**config.mk**
```make
export PLATFORM = sky130hd
export DESIGN_NAME = bus_master_if
export DESIGN_NICKNAME = d
export VERILOG_FILES = /design/src/rtl/bus_master_if.sv
export SDC_FILE = /design/constraint.sdc
export NUM_CORES = 1
export LEC_CHECK = 0
export ABC_AREA = 1
export BUFFER_PORTS_ARGS = -buffer_cell sky130_fd_sc_hd__buf_4
export CORE_UTILIZATION = 47
export DETAILED_ROUTE_END_ITERATION = 7
export PLACE_DENSITY_LB_ADDON = 0.1
export SYNTH_ARGS = -nofsm -noshare
export SYNTH_HDL_FRONTEND = slang
export SYNTH_SLANG_ARGS = --single-unit
```
**constraint.sdc**
```tcl
create_clock -name i_clk -period 2.6 [get_ports i_clk]
set_input_delay 0.52 -clock i_clk [delete_from_list [all_inputs] [get_ports i_clk]]
set_output_delay 0.52 -clock i_clk [all_outputs]
set_load 0.02 [all_outputs]
```
**src/rtl/bus_master_if.sv**
```systemverilog
// bus_master_if: single-outstanding request master that converts client
// byte/HW/FW/DW requests into one or two 32-bit slave transfers, with
// alignment checking, per-phase wait timeout and registered outputs.
module bus_master_if #(
  parameter int unsigned TIMEOUT = 16
) (
  input  logic        i_clk,
  input  logic        i_rst,
  input  logic        i_req_valid,
  output logic        o_req_ready,
  input  logic        i_req_write,
  input  logic [1:0]  i_req_size,
  input  logic [31:0] i_req_addr,
  input  logic [63:0] i_req_wdata,
  output logic        o_resp_valid,
  output logic        o_resp_err,
  output logic [63:0] o_resp_rdata,
  output logic [31:0] o_bus_addr,
  output logic [8:0]  o_bus_control,
  output logic [31:0] o_bus_data_out,
  input  logic [31:0] i_bus_data_in,
  output logic        o_bus_en,
  input  logic        i_bus_ready
);

  localparam int unsigned ADDR_W   = 32;
  localparam int unsigned DATA_W   = 64;
  localparam int unsigned BUS_W    = 32;
  localparam int unsigned CTRL_W   = 9;
  localparam int unsigned CTRL_PAD = CTRL_W - 3;
  localparam int unsigned WAIT_W   = 8;

  localparam logic [WAIT_W-1:0] WAIT_LAST = WAIT_W'(TIMEOUT - 1);

  localparam logic [1:0] SZ_B  = 2'b00;
  localparam logic [1:0] SZ_HW = 2'b01;
  localparam logic [1:0] SZ_FW = 2'b10;
  localparam logic [1:0] SZ_DW = 2'b11;

  typedef enum logic [1:0] {
    ST_IDLE = 2'd0,
    ST_ADDR = 2'd1,
    ST_DATA = 2'd2,
    ST_RESP = 2'd3
  } state_t;

  // Lanes that carry valid data for a given transfer size
  function automatic logic [BUS_W-1:0] size_mask(input logic [1:0] size);
    case (size)
      SZ_B:    size_mask = BUS_W'(32'h0000_00FF);
      SZ_HW:   size_mask = BUS_W'(32'h0000_FFFF);
      default: size_mask = '1;
    endcase
  endfunction

  // Natural-alignment check on the low address bits
  function automatic logic misaligned(input logic [1:0] size, input logic [2:0] addr_lo);
    case (size)
      SZ_HW:   misaligned = addr_lo[0];
      SZ_FW:   misaligned = |addr_lo[1:0];
      SZ_DW:   misaligned = |addr_lo;
      default: misaligned = 1'b0;
    endcase
  endfunction

  // Control and latched-request state
  state_t              r_state;
  logic                r_beat;
  logic [WAIT_W-1:0]   r_wait;
  logic                r_write;
  logic [1:0]          r_size;
  logic [ADDR_W-1:0]   r_addr;
  logic [DATA_W-1:0]   r_wdata;
  logic [DATA_W-1:0]   r_rdata;

  // Registered outputs
  logic                r_req_ready;
  logic                r_resp_valid;
  logic                r_resp_err;
  logic [DATA_W-1:0]   r_resp_rdata;
  logic [ADDR_W-1:0]   r_bus_addr;
  logic [CTRL_W-1:0]   r_bus_control;
  logic [BUS_W-1:0]    r_bus_data_out;
  logic                r_bus_en;

  // Next-state values
  state_t              w_state_nxt;
  logic                w_beat_nxt;
  logic [WAIT_W-1:0]   w_wait_nxt;
  logic                w_write_nxt;
  logic [1:0]          w_size_nxt;
  logic [ADDR_W-1:0]   w_addr_nxt;
  logic [DATA_W-1:0]   w_wdata_nxt;
  logic [DATA_W-1:0]   w_rdata_nxt;
  logic                w_err_nxt;
  logic [BUS_W-1:0]    w_cap;
  logic [1:0]          w_bus_size;
  logic [BUS_W-1:0]    w_half;

  // Next-output values
  logic                w_req_ready_nxt;
  logic                w_resp_valid_nxt;
  logic                w_resp_err_nxt;
  logic [DATA_W-1:0]   w_resp_rdata_nxt;
  logic [ADDR_W-1:0]   w_bus_addr_nxt;
  logic [CTRL_W-1:0]   w_bus_control_nxt;
  logic [BUS_W-1:0]    w_bus_data_out_nxt;
  logic                w_bus_en_nxt;

  // Next-state logic plus output values derived from the state being entered
  always_comb begin
    w_state_nxt        = r_state;
    w_beat_nxt         = r_beat;
    w_wait_nxt         = r_wait;
    w_write_nxt        = r_write;
    w_size_nxt         = r_size;
    w_addr_nxt         = r_addr;
    w_wdata_nxt        = r_wdata;
    w_rdata_nxt        = r_rdata;
    w_err_nxt          = 1'b0;
    w_cap              = i_bus_data_in & size_mask(r_size);
    w_bus_size         = 2'b00;
    w_half             = '0;
    w_req_ready_nxt    = 1'b0;
    w_resp_valid_nxt   = 1'b0;
    w_resp_err_nxt     = 1'b0;
    w_resp_rdata_nxt   = '0;
    w_bus_addr_nxt     = '0;
    w_bus_control_nxt  = '0;
    w_bus_data_out_nxt = '0;
    w_bus_en_nxt       = 1'b0;

    case (r_state)
      ST_IDLE: begin
        if (i_req_valid && r_req_ready) begin
          w_write_nxt = i_req_write;
          w_size_nxt  = i_req_size;
          w_addr_nxt  = i_req_addr;
          w_wdata_nxt = i_req_wdata;
          w_rdata_nxt = '0;
          w_beat_nxt  = 1'b0;
          w_wait_nxt  = '0;
          if (misaligned(i_req_size, i_req_addr[2:0])) begin
            w_state_nxt = ST_RESP;
            w_err_nxt   = 1'b1;
          end else begin
            w_state_nxt = ST_ADDR;
          end
        end
      end
      ST_ADDR: begin
        if (i_bus_ready) begin
          w_state_nxt = ST_DATA;
          w_wait_nxt  = '0;
        end else if (r_wait == WAIT_LAST) begin
          w_state_nxt = ST_RESP;
          w_err_nxt   = 1'b1;
        end else begin
          w_wait_nxt = r_wait + WAIT_W'(1);
        end
      end
      ST_DATA: begin
        if (i_bus_ready) begin
          if (!r_write) begin
            if (r_beat) w_rdata_nxt[63:32] = w_cap;
            else        w_rdata_nxt[31:0]  = w_cap;
          end
          if ((r_size == SZ_DW) && !r_beat) begin
            w_state_nxt = ST_ADDR;
            w_beat_nxt  = 1'b1;
            w_wait_nxt  = '0;
          end else begin
            w_state_nxt = ST_RESP;
          end
        end else if (r_wait == WAIT_LAST) begin
          w_state_nxt = ST_RESP;
          w_err_nxt   = 1'b1;
        end else begin
          w_wait_nxt = r_wait + WAIT_W'(1);
        end
      end
      ST_RESP: begin
        w_state_nxt = ST_IDLE;
      end
      default: begin
        w_state_nxt = ST_IDLE;
      end
    endcase

    w_req_ready_nxt  = (w_state_nxt == ST_IDLE);
    w_resp_valid_nxt = (w_state_nxt == ST_RESP);
    w_resp_err_nxt   = w_err_nxt;
    if ((w_state_nxt == ST_RESP) && !w_err_nxt && !w_write_nxt) begin
      w_resp_rdata_nxt = w_rdata_nxt;
    end

    // DW goes out as two FW beats
    w_bus_size = (w_size_nxt == SZ_DW) ? SZ_FW : w_size_nxt;
    w_half     = w_beat_nxt ? w_wdata_nxt[63:32] : w_wdata_nxt[31:0];
    if ((w_state_nxt == ST_ADDR) || (w_state_nxt == ST_DATA)) begin
      w_bus_en_nxt      = 1'b1;
      w_bus_addr_nxt    = w_addr_nxt + (w_beat_nxt ? ADDR_W'(4) : ADDR_W'(0));
      w_bus_control_nxt = {CTRL_PAD'(0), w_bus_size, w_write_nxt};
    end
    if ((w_state_nxt == ST_DATA) && w_write_nxt) begin
      w_bus_data_out_nxt = w_half & size_mask(w_size_nxt);
    end
  end

  // State and output registers with synchronous active-low reset
  always_ff @(posedge i_clk) begin
    if (!i_rst) begin
      r_state        <= ST_IDLE;
      r_beat         <= 1'b0;
      r_wait         <= '0;
      r_write        <= 1'b0;
      r_size         <= 2'b00;
      r_addr         <= '0;
      r_wdata        <= '0;
      r_rdata        <= '0;
      r_req_ready    <= 1'b0;
      r_resp_valid   <= 1'b0;
      r_resp_err     <= 1'b0;
      r_resp_rdata   <= '0;
      r_bus_addr     <= '0;
      r_bus_control  <= '0;
      r_bus_data_out <= '0;
      r_bus_en       <= 1'b0;
    end else begin
      r_state        <= w_state_nxt;
      r_beat         <= w_beat_nxt;
      r_wait         <= w_wait_nxt;
      r_write        <= w_write_nxt;
      r_size         <= w_size_nxt;
      r_addr         <= w_addr_nxt;
      r_wdata        <= w_wdata_nxt;
      r_rdata        <= w_rdata_nxt;
      r_req_ready    <= w_req_ready_nxt;
      r_resp_valid   <= w_resp_valid_nxt;
      r_resp_err     <= w_resp_err_nxt;
      r_resp_rdata   <= w_resp_rdata_nxt;
      r_bus_addr     <= w_bus_addr_nxt;
      r_bus_control  <= w_bus_control_nxt;
      r_bus_data_out <= w_bus_data_out_nxt;
      r_bus_en       <= w_bus_en_nxt;
    end
  end

  assign o_req_ready    = r_req_ready;
  assign o_resp_valid   = r_resp_valid;
  assign o_resp_err     = r_resp_err;
  assign o_resp_rdata   = r_resp_rdata;
  assign o_bus_addr     = r_bus_addr;
  assign o_bus_control  = r_bus_control;
  assign o_bus_data_out = r_bus_data_out;
  assign o_bus_en       = r_bus_en;

endmodule

```
==> impl_metrics.csv, run 1 <==
group,metric,value,unit
timing,layout_min_cycle_time,2430,ps
final_layout,final_cell_count_no_fill,2072,
synth,ys_seq_elements,309,
setup_path,cp_data_required_time,2990,ps
global_routing,grt.overflow.total,0,
detailed_routing,drt-initial-drc-count,761,
timing,finalCritPeriodShare,93.5,%
final_layout,final_nets,1869,
setup_path,arrival,2820,ps
detailed_routing,vias,10200,
synth,synth_async_sr_flop_share,0,%
setup_path,crit_path_start_kind,"flip-flop",
synth,synth_edf_count,0,
floorplanning,rows,57,
pwr,p_seq_share,39.7,%
setup_path,reg2reg_from,"r_state[0]",
placement,gp_congestion,0.931,
cts,insertion_delay,510,ps
run,maxCapViolations,0,
synth,synth.yosys.seq_area_share,52.3,%
synth,synth_top_cell_by_area,"dfxtp_1",
cts,postCtsSetupRepairBufs,0,
placement,hpwl,22200,um
synth,synth_top_area_share,52.3,%
detailed_routing,wl_per_cell,15.3,um
timing,maxSlewHeadroom,46.6,%
setup_path,worstRegToRegCells,14,
floorplanning,coreArea,24500,sq um
pwr,ir_worst_vdd,0.569,mV
detailed_routing,viasPerCell,4.91,
cts,cts.sinks,309,
timing,fin_worst_skew,19.4,ps
placement,port_buffers,269,
final_layout,syn2layout_area_growth,29.5,%
timing,setup_ws,170,ps
floorplanning,initial_utilization,48.2,%
synth,synth_most_common_cell,"nor2_1",
cts,cts_tree,"done",
placement,placed_cell_area,14200,sq um
synth,syn_avg_cell_area,8.13,sq um
setup_path,ff2ff_setup_slack,170,ps
synth,yosys_warnings,0,
timing,fin_hold_ws,262,ps
synth,synthFlopType,"dfxtp_1",
synth,syn_area,11800,sq um
detailed_routing,ant_nets,0,
setup_path,worstSetupPathType,"flip-flop to flip-flop",
placement,place_ws,94.7,ps
setup_path,path_max_fanout,13,
pwr,p_int,9.12,mW
timing,tns,0,ps
pwr,p_per_area,864,nW/um^2
setup_path,crit_path_start,"r_state[0]",
outcome,status,"finished clean",
synth,synth_commonest_cells,"nor2_1 (310), dfxtp_1 (309), nand2_1 (238), inv_1 (130), o21ai_0 (71)",
final_layout,layout-drive-gt1-share,24.7,%
detailed_routing,drc_errors,0,
pwr,clkPwrFrac,35.7,%
floorplanning,fp.dieArea,25800,sq um
global_routing,grt_pass1_vias,9656,
setup_path,cp-endpoint,"o_bus_addr[18]",
timing,worst_slew_pin_slew,801,ps
global_routing,antenna_found_initial,0,
pwr,power_switching,4.12,mW
global_routing,grt_pass1_wl,50200,um
floorplanning,die_y,161,um
floorplanning,ios,276,
detailed_routing,firstDrtPassIters,5,
synth,ys_types,40,
pwr,swShare,31.1,%
cts,clock-root-buffer,"clkbuf_16",
pwr,power.total,13.2,mW
global_routing,grtUsageTotal,24.3,%
timing,finalMaxSlewViolations,0,
global_routing,grt_start_max_net_pins,98,
cts,cts_max_path_buffers,3,
hold_path,hold_class,"input pin to flip-flop",
final_layout,antenna_cells,0,
final_layout,final_util,62.4,%
placement,place_inst,2012,
pwr,pwr-share-comb,24.6,%
setup_path,r2r_end,"o_bus_addr[18]",
detailed_routing,drt_wl_total,31600,um
floorplanning,dieWidth,161,um
synth,yosys-top-cells-area,"dfxtp_1 (52%), nor2_1 (9.8%), nand2_1 (7.6%)",
cts,path_clk_slew,60,ps
synth,syn_inst,1454,
timing,final_hold_viol_count,0,
timing,finalSetupViolCount,0,
pwr,leakagePower,6.90,nW
setup_path,critPathCaptureType,"flip-flop",
final_layout,final_cell_area,15300,sq um
timing,clock.fmax,0.411,GHz
cts,numCtsBuffers,34,
cts,htreeDepth,2,
## how the worst min path moves through the flow
stage,from,depth (start not counted),slack [ps],end
finish,i_rst,3,260,o_req_ready
global route,i_req_wdata[38],3,260,r_wdata[38]
CTS,i_rst,3,250,o_req_ready
detailed placement,r_wait[2],2,470,r_wait[2]
global placement,r_wait[2],2,460,r_wait[2]
floorplan,r_wait[2],2,440,r_wait[2]
## timing repair
item                                    CTS  global route
resized for setup                         0             5
hold buffers                              0             0
endpoints found under the setup margin    0            83
## cell families (layout without fill, tap and decap cells)
logic type,after synthesis,count (layout),synth area share [%]
AO/OA/AOI/OAI,168,168,7.71
XOR/XNOR,1,1,0.0741
adder cells (fa/ha/maj),10,10,1.06
buffers and inverters,211,500,7.82
flip-flops,309,309,52.3
multiplexers,66,66,5.62
other,1,6,0.0317
AND/OR/NAND/NOR,688,688,25.4
## layer usage
metal | GRT usage [%] | wire [um] | up-vias
li1 | - | - | 5137
met1 | 33.4 | 14500 | 4645
met2 | 37.9 | 14000 | 359
met3 | 6.20 | 2660 | 37
met4 | 5.97 | 472 | 0
met5 | 0 | 0 | -
## power groups by stage
stage | clock, mW | sequential [mW] | combinational [mW]
after global routing | 5.05 | 5.29 | 3.59
after detailed placement | 0 | 5.35 | 3.22
final | 4.73 | 5.25 | 3.26
after CTS | 4.85 | 5.26 | 3.23
after global placement | 0 | 5.35 | 3.19
after floorplan | 0 | 5.45 | 1.99
## worst max-delay path, cell delays in order, from the launching register on
cell	delay (ps)
dfxtp_1	300
inv_1	130
ha_1	280
buf_4	240
nand4_1	130
nand2_2	110
ha_1	190
ha_1	210
nand2_1	90
nor2_2	140
nand2_2	110
nor2_4	130
nand2_1	90
o21ai_1	120
nor2_1	50
## layout by cell type (no fill, tap or decap), types with 3 or more instances in the layout
| cell | count |
|---|---|
| nor2_4 | 13 |
| nand4_1 | 26 |
| mux2i_1 | 65 |
| a22oi_1 | 16 |
| inv_2 | 5 |
| clkbuf_1 | 8 |
| nand2_1 | 237 |
| clkinv_2 | 4 |
| clkbuf_8 | 8 |
| o21ai_0 | 70 |
| inv_1 | 129 |
| a21oi_1 | 63 |
| nand2_2 | 21 |
| clkbuf_16 | 34 |
| o21ai_1 | 8 |
| buf_4 | 300 |
| nor2_2 | 13 |
| ha_1 | 9 |
| nor3_1 | 6 |
| a211oi_1 | 9 |
| conb_1 | 6 |
| nor2_1 | 308 |
| dfxtp_1 | 309 |
| nand3_1 | 38 |
| buf_12 | 5 |
| nand2_4 | 3 |
| or2_2 | 11 |
## registers in the layout, summed over array words and instances (netlist names)
signal          count
o_bus_en            1
r_size              2
o_resp_valid        1
o_bus_addr         32
r_rdata            64
r_wait              8
r_write             1
r_wdata            64
r_beat              1
o_resp_rdata       64
r_addr             32
o_resp_err          1
o_req_ready         1
r_state             2
o_bus_control       3
o_bus_data_out     32
## layout make-up
class	instances	area, sq um
clock buffers	50	991
clock inverters	10	121
fillers	2214	9210
inverters	135	509
multi-input cells	939	4760
flip-flops and latches	309	6190
well taps	324	405
repair buffers	305	2350
(Power assumes the default switching activity.)
==> run 2, diff against run 1 <==
--- a/config.mk
+++ b/config.mk
@@ -5,7 +5,6 @@
 export SDC_FILE = /design/constraint.sdc
 export NUM_CORES = 1
 export LEC_CHECK = 0
-export ABC_AREA = 1
 export BUFFER_PORTS_ARGS = -buffer_cell sky130_fd_sc_hd__buf_4
 export CORE_UTILIZATION = 47
 export DETAILED_ROUTE_END_ITERATION = 7
==> impl_metrics.csv, run 2 <==
group,metric,value,unit
timing,clock.fmax,0.404,GHz
pwr,pwr-share-comb,24.1,%
global_routing,grtUsageTotal,22.8,%
pwr,swShare,28.9,%
cts,cts_max_path_buffers,3,
pwr,clkPwrFrac,38.0,%
floorplanning,rows,57,
pwr,p_per_area,894,nW/um^2
detailed_routing,drt_wl_total,29500,um
final_layout,layout_common_cells,"buf_4 (311), dfxtp_1 (306), nor2_1 (182)",
timing,fin_worst_skew,16.9,ps
setup_path,crit_path_start_kind,"flip-flop",
synth,synth_async_sr_flop_share,0,%
timing,maxSlewHeadroom,22.2,%
floorplanning,die_y,159,um
final_layout,antenna_cells,0,
synth,syn_area,11600,sq um
setup_path,crit_path_start,"r_state[0]",
placement,port_buffers,269,
pwr,ir_worst_vdd,0.593,mV
floorplanning,fp.dieArea,25400,sq um
hold_path,min_from,"i_req_wdata[52]",
placement,place_inst,1764,
synth,yosys_warnings,0,
synth,synth_top_area_share,53.2,%
floorplanning,ios,276,
floorplanning,dieWidth,159,um
detailed_routing,wl_per_cell,16.1,um
cts,hold_buffers,0,
timing,finalSetupViolCount,0,
detailed_routing,firstDrtPassIters,4,
final_layout,num-fill-cells,2049,
placement,gp_congestion,0.826,
timing,layout_min_cycle_time,2480,ps
synth,synth_commonest_cells,"dfxtp_1 (309), nor2_1 (183), nand2_1 (170), a21oi_1 (86), a32oi_1 (64)",
final_layout,final_common_cell,"buf_4",
run,maxCapViolations,0,
global_routing,grt.overflow.total,0,
floorplanning,initial_utilization,47.8,%
final_layout,final_cell_count_no_fill,1826,
global_routing,grt_start_max_net_pins,68,
global_routing,grt_pass1_wl,47300,um
setup_path,arrival,2860,ps
synth,synth_edf_count,0,
synth,synth_most_common_cell,"dfxtp_1",
outcome,status,"finished clean",
cts,clock-root-buffer,"clkbuf_16",
detailed_routing,vias,9604,
timing,finalMaxSlewViolations,0,
timing,grt_setup_unrepaired,"false",
setup_path,critPathCaptureType,"flip-flop",
cts,insertion_delay,500,ps
final_layout,multiInputGateArea,5150,sq um
pwr,power.total,14.0,mW
timing,worst_slew_pin_slew,1170,ps
synth,ys_seq_elements,309,
pwr,p_seq_share,37.9,%
pwr,leakagePower,6.31,nW
hold_path,hold_class,"input pin to flip-flop",
cts,cts.sinks,309,
setup_path,ff2ff_setup_slack,120,ps
synth,syn_inst,1201,
synth,synthFlopType,"dfxtp_1",
cts,numCtsBuffers,34,
final_layout,final-seq-area,6190,sq um
final_layout,final_nets,1623,
detailed_routing,ant_nets,0,
setup_path,cp_data_required_time,2980,ps
pwr,power_switching,4.03,mW
final_layout,final_cell_area,15600,sq um
timing,tns,0,ps
cts,path_clk_slew,60,ps
cts,cts_tree,"done",
synth,synth_top_cell_by_area,"dfxtp_1",
synth,syn_avg_cell_area,9.68,sq um
synth,ys_types,66,
setup_path,path_max_fanout,4,
floorplanning,coreArea,24300,sq um
global_routing,grt_pass1_vias,9282,
timing,final_hold_viol_count,0,
final_layout,layout-drive-gt1-share,30.6,%
final_layout,syn2layout_area_growth,34.3,%
pwr,p_int,9.92,mW
synth,synth.yosys.seq_area_share,53.2,%
detailed_routing,viasPerCell,5.26,
synth,yosys-top-cells-area,"dfxtp_1 (53%), mux4_2 (6.2%), nor2_1 (5.9%)",
detailed_routing,drc_errors,0,
setup_path,worstSetupPathType,"flip-flop to flip-flop",
setup_path,reg2reg_from,"r_state[0]",
timing,finalCritPeriodShare,95.2,%
cts,htreeDepth,2,
placement,hpwl,19900,um
placement,placed_cell_area,14300,sq um
detailed_routing,drt-initial-drc-count,490,
global_routing,antenna_found_initial,1,
## run 2: power groups by stage
stage                     clock network, mW  registers, mW  logic, mW
final                                  5.30           5.29       3.36
after global routing                   5.59           5.33       3.66
after CTS                              5.40           5.29       3.35
after detailed placement                  0           5.39       3.33
after global placement                    0           5.38       3.30
after floorplan                           0           5.45       2.12
## run 2: logic make-up (layout without fill, tap and decap cells)
family / after synthesis / in the layout / synth area share (%)
XOR/XNOR: 15 / 15 / 1.13
AND/OR/NAND/NOR: 493 / 493 / 19.2
flip-flops: 309 / 309 / 53.2
buffers and inverters: 101 / 397 / 3.86
adder cells (fa/ha/maj): 10 / 10 / 1.08
other: 1 / 6 / 0.0323
AO/OA/AOI/OAI: 203 / 203 / 12.0
multiplexers: 69 / 69 / 9.46
## run 2: path summary, 6_finish.rpt
path / cells past startpoint / end
max: 13 / o_bus_addr[28]
min: 3 / r_wdata[52]
max reg2reg: 13 / o_bus_addr[28]
min reg2reg: 2 / r_wdata[16]
## run 2: cell type report
| class | instances | area share [%] |
|---|---|---|
| clock inverter | 16 | 1.84 |
| inverter | 15 | 0.409 |
| timing repair buffer | 322 | 16.3 |
| tap | 324 | 2.60 |
| clock buffer | 44 | 6.15 |
| sequential | 309 | 39.7 |
| multi-input combinational | 796 | 33.0 |
## run 2: critical path, stage by stage (launching register included)
cell     delay, ps
dfxtp_2        340
inv_2           80
ha_2           190
inv_1           80
nor2_4         130
a21oi_4         40
inv_2           70
ha_4           150
ha_4           150
nand3_2        100
nor3_4         220
o22ai_4        110
or4_4          530
mux2i_2        160
## run 2: per-layer routing
layer,global-route usage [%],part of all wire (%),vias to the layer above
met4,8.13,2.8,2
li1,-,-,4721
met3,5.29,6.6,61
met5,0,0.048,-
met2,37.3,47,297
met1,29.5,44,4523
## run 2: timing repair
| item | in CTS | in global routing |
|---|---|---|
| hold endpoints to repair | 0 | 0 |
| pin swaps | 1 | 7 |
| gates resized for setup | 0 | 15 |
| endpoints found under the setup margin | 1 | 47 |
| setup buffers | 1 | 1 |
## run 2: through the flow
stage          hold WS [ps]  setup WS, ps  utilization [%]
2_1_floorplan           433          -519                -
3_3_place_gp            438          69.1             58.8
3_5_place_dp            445         -16.0             58.8
4_1_cts                 252          44.4             63.9
5_1_grt                 261         0.794             64.2
6_report                266           125             64.2
==> run 3, diff against run 2 <==
--- a/config.mk
+++ b/config.mk
@@ -9,6 +9,7 @@
 export CORE_UTILIZATION = 47
 export DETAILED_ROUTE_END_ITERATION = 7
 export PLACE_DENSITY_LB_ADDON = 0.1
+export RECOVER_POWER = 25
 export SYNTH_ARGS = -nofsm -noshare
 export SYNTH_HDL_FRONTEND = slang
 export SYNTH_SLANG_ARGS = --single-unit
==> impl_metrics.csv, run 3 (same netlist as run 2, synthesis figures left out) <==
group,metric,value,unit
outcome,status,"finished clean",
pwr,swShare,29.0,%
timing,finalMaxSlewViolations,0,
final_layout,final_nets,1623,
setup_path,cpLargestDelayFamily,"simple AND/OR/NAND/NOR gates",
cts,cts.sinks,309,
setup_path,crit_path_start,"r_state[0]",
final_layout,final_util,62.5,%
timing,finalSetupViolCount,0,
floorplanning,fp.dieArea,25400,sq um
cts,numCtsBuffers,34,
timing,layout_min_cycle_time,2470,ps
global_routing,antenna_found_initial,1,
setup_path,path_cells,"inv_2 -> ha_2 -> inv_1 -> nor2_4 -> a21oi_4 -> inv_2 -> ha_4 -> ha_4 -> nand3_2 -> nor3_4 -> o22ai_4 -> or4_4 -> mux2i_2",
floorplanning,die_y,159,um
detailed_routing,wl_per_cell,16.1,um
global_routing,grt_start_max_net_pins,68,
placement,hpwl,19900,um
floorplanning,initial_utilization,47.8,%
cts,cts_max_path_buffers,3,
final_layout,final-seq-area,6190,sq um
final_layout,layout-drive-gt1-share,23.5,%
detailed_routing,drc_errors,0,
floorplanning,rows,57,
floorplanning,coreArea,24300,sq um
setup_path,cp_data_required_time,2980,ps
pwr,leakagePower,5.86,nW
cts,insertion_delay,500,ps
detailed_routing,vias,9651,
pwr,pwr-share-comb,23.8,%
detailed_routing,viasPerCell,5.29,
placement,place_ws,-16.0,ps
timing,maxSlewHeadroom,22.7,%
timing,grt_setup_unrepaired,"false",
timing,fin_worst_skew,16.5,ps
setup_path,critPathMaxStageDelay,530,ps
timing,worst_slew_pin_slew,1160,ps
global_routing,grt_pass1_wl,47300,um
placement,gp_congestion,0.826,
detailed_routing,drt_wl_total,29500,um
setup_path,path_max_fanout,4,
pwr,p_per_area,914,nW/um^2
pwr,clkPwrFrac,38.1,%
placement,placed_cell_area,14300,sq um
timing,finalCritPeriodShare,95.1,%
final_layout,layout_common_cells,"dfxtp_1 (306), buf_4 (204), nor2_1 (182)",
timing,fin_hold_ws,266,ps
global_routing,grtUsageTotal,22.8,%
hold_path,min_from,"i_req_wdata[52]",
timing,tns,0,ps
final_layout,final_cell_area,15200,sq um
global_routing,grt.overflow.total,0,
setup_path,reg2reg_from,"r_state[0]",
hold_path,hold_class,"input pin to flip-flop",
final_layout,num-fill-cells,2149,
setup_path,path_buf_inv,3,
cts,htreeDepth,2,
placement,port_buffers,269,
pwr,p_int,9.87,mW
final_layout,final_common_cell,"dfxtp_1",
final_layout,multiInputGateArea,5150,sq um
timing,clock.fmax,0.404,GHz
pwr,power_switching,4.03,mW
detailed_routing,firstDrtPassIters,4,
setup_path,crit_path_start_kind,"flip-flop",
setup_path,worstSetupPathType,"flip-flop to flip-flop",
timing,final_hold_viol_count,0,
setup_path,path_depth,13,
detailed_routing,drt-initial-drc-count,477,
final_layout,final_cell_count_no_fill,1826,
floorplanning,ios,276,
timing,setup_ws,127,ps
cts,clock-root-buffer,"clkbuf_16",
placement,place_inst,1764,
pwr,power.total,13.9,mW
hold_path,hold_depth,3,
cts,cts_tree,"done",
pwr,ir_worst_vdd,0.590,mV
setup_path,worstRegToRegCells,13,
setup_path,arrival,2850,ps
run,maxCapViolations,0,
detailed_routing,ant_nets,0,
floorplanning,dieWidth,159,um
final_layout,antenna_cells,0,
setup_path,slowest_stage,"or4_4",
pwr,p_seq_share,38.0,%
final_layout,syn2layout_area_growth,30.8,%
cts,path_clk_slew,60,ps
setup_path,critPathCaptureType,"flip-flop",
global_routing,grt_pass1_vias,9282,
-- run 3: cell count changes in the layout (fill, tap and decap cells not counted), sizes merged --
cell / before / now
buf: 322 / 215
clkbuf: 44 / 151
-- run 3: what timing repair did --
item	CTS	global route
setup buffers	1	1
hold buffers	0	0
cloned	0	0
endpoints found under the setup margin	1	47
gates resized for setup	0	15
pin swaps	1	7
-- run 3: layout make-up --
cell class,count,share of cell area (%)
clock buffers,44,6.31
clock inverters,16,1.89
inverters,15,0.420
multi-input cells,796,33.9
flip-flops and latches,309,40.7
well taps,324,2.67
repair buffers,322,14.1
-- run 3: worst paths after layout --
path | to | slack, ps
worst max register to register | o_bus_addr[28] | 130
worst min-delay path | r_wdata[52] | 270
worst min register to register | r_wdata[16] | 450
worst max-delay path | o_bus_addr[28] | 130
-- run 3: worst min-delay path, cell delays in order --
cell and delay, ps:
buf_4 110, nand2_1 50, a21oi_1 50
-- run 3: power by group through the flow --
| stage | clock network [mW] | registers [mW] | logic (mW) |
|---|---|---|---|
| 6_report | 5.30 | 5.29 | 3.31 |
| 5_1_grt | 5.59 | 5.33 | 3.61 |
| 4_1_cts | 5.40 | 5.29 | 3.35 |
| 3_5_place_dp | 0 | 5.39 | 3.33 |
| 3_3_place_gp | 0 | 5.38 | 3.30 |
| 2_1_floorplan | 0 | 5.45 | 2.12 |
-- run 3: layer usage --
metal,share of wire [%],GRT usage (%),vias to the layer above
met4,2.8,8.13,2
met2,47,37.3,297
met1,44,29.5,4571
li1,-,-,4721
met3,6.5,5.29,60
met5,0.048,0,-
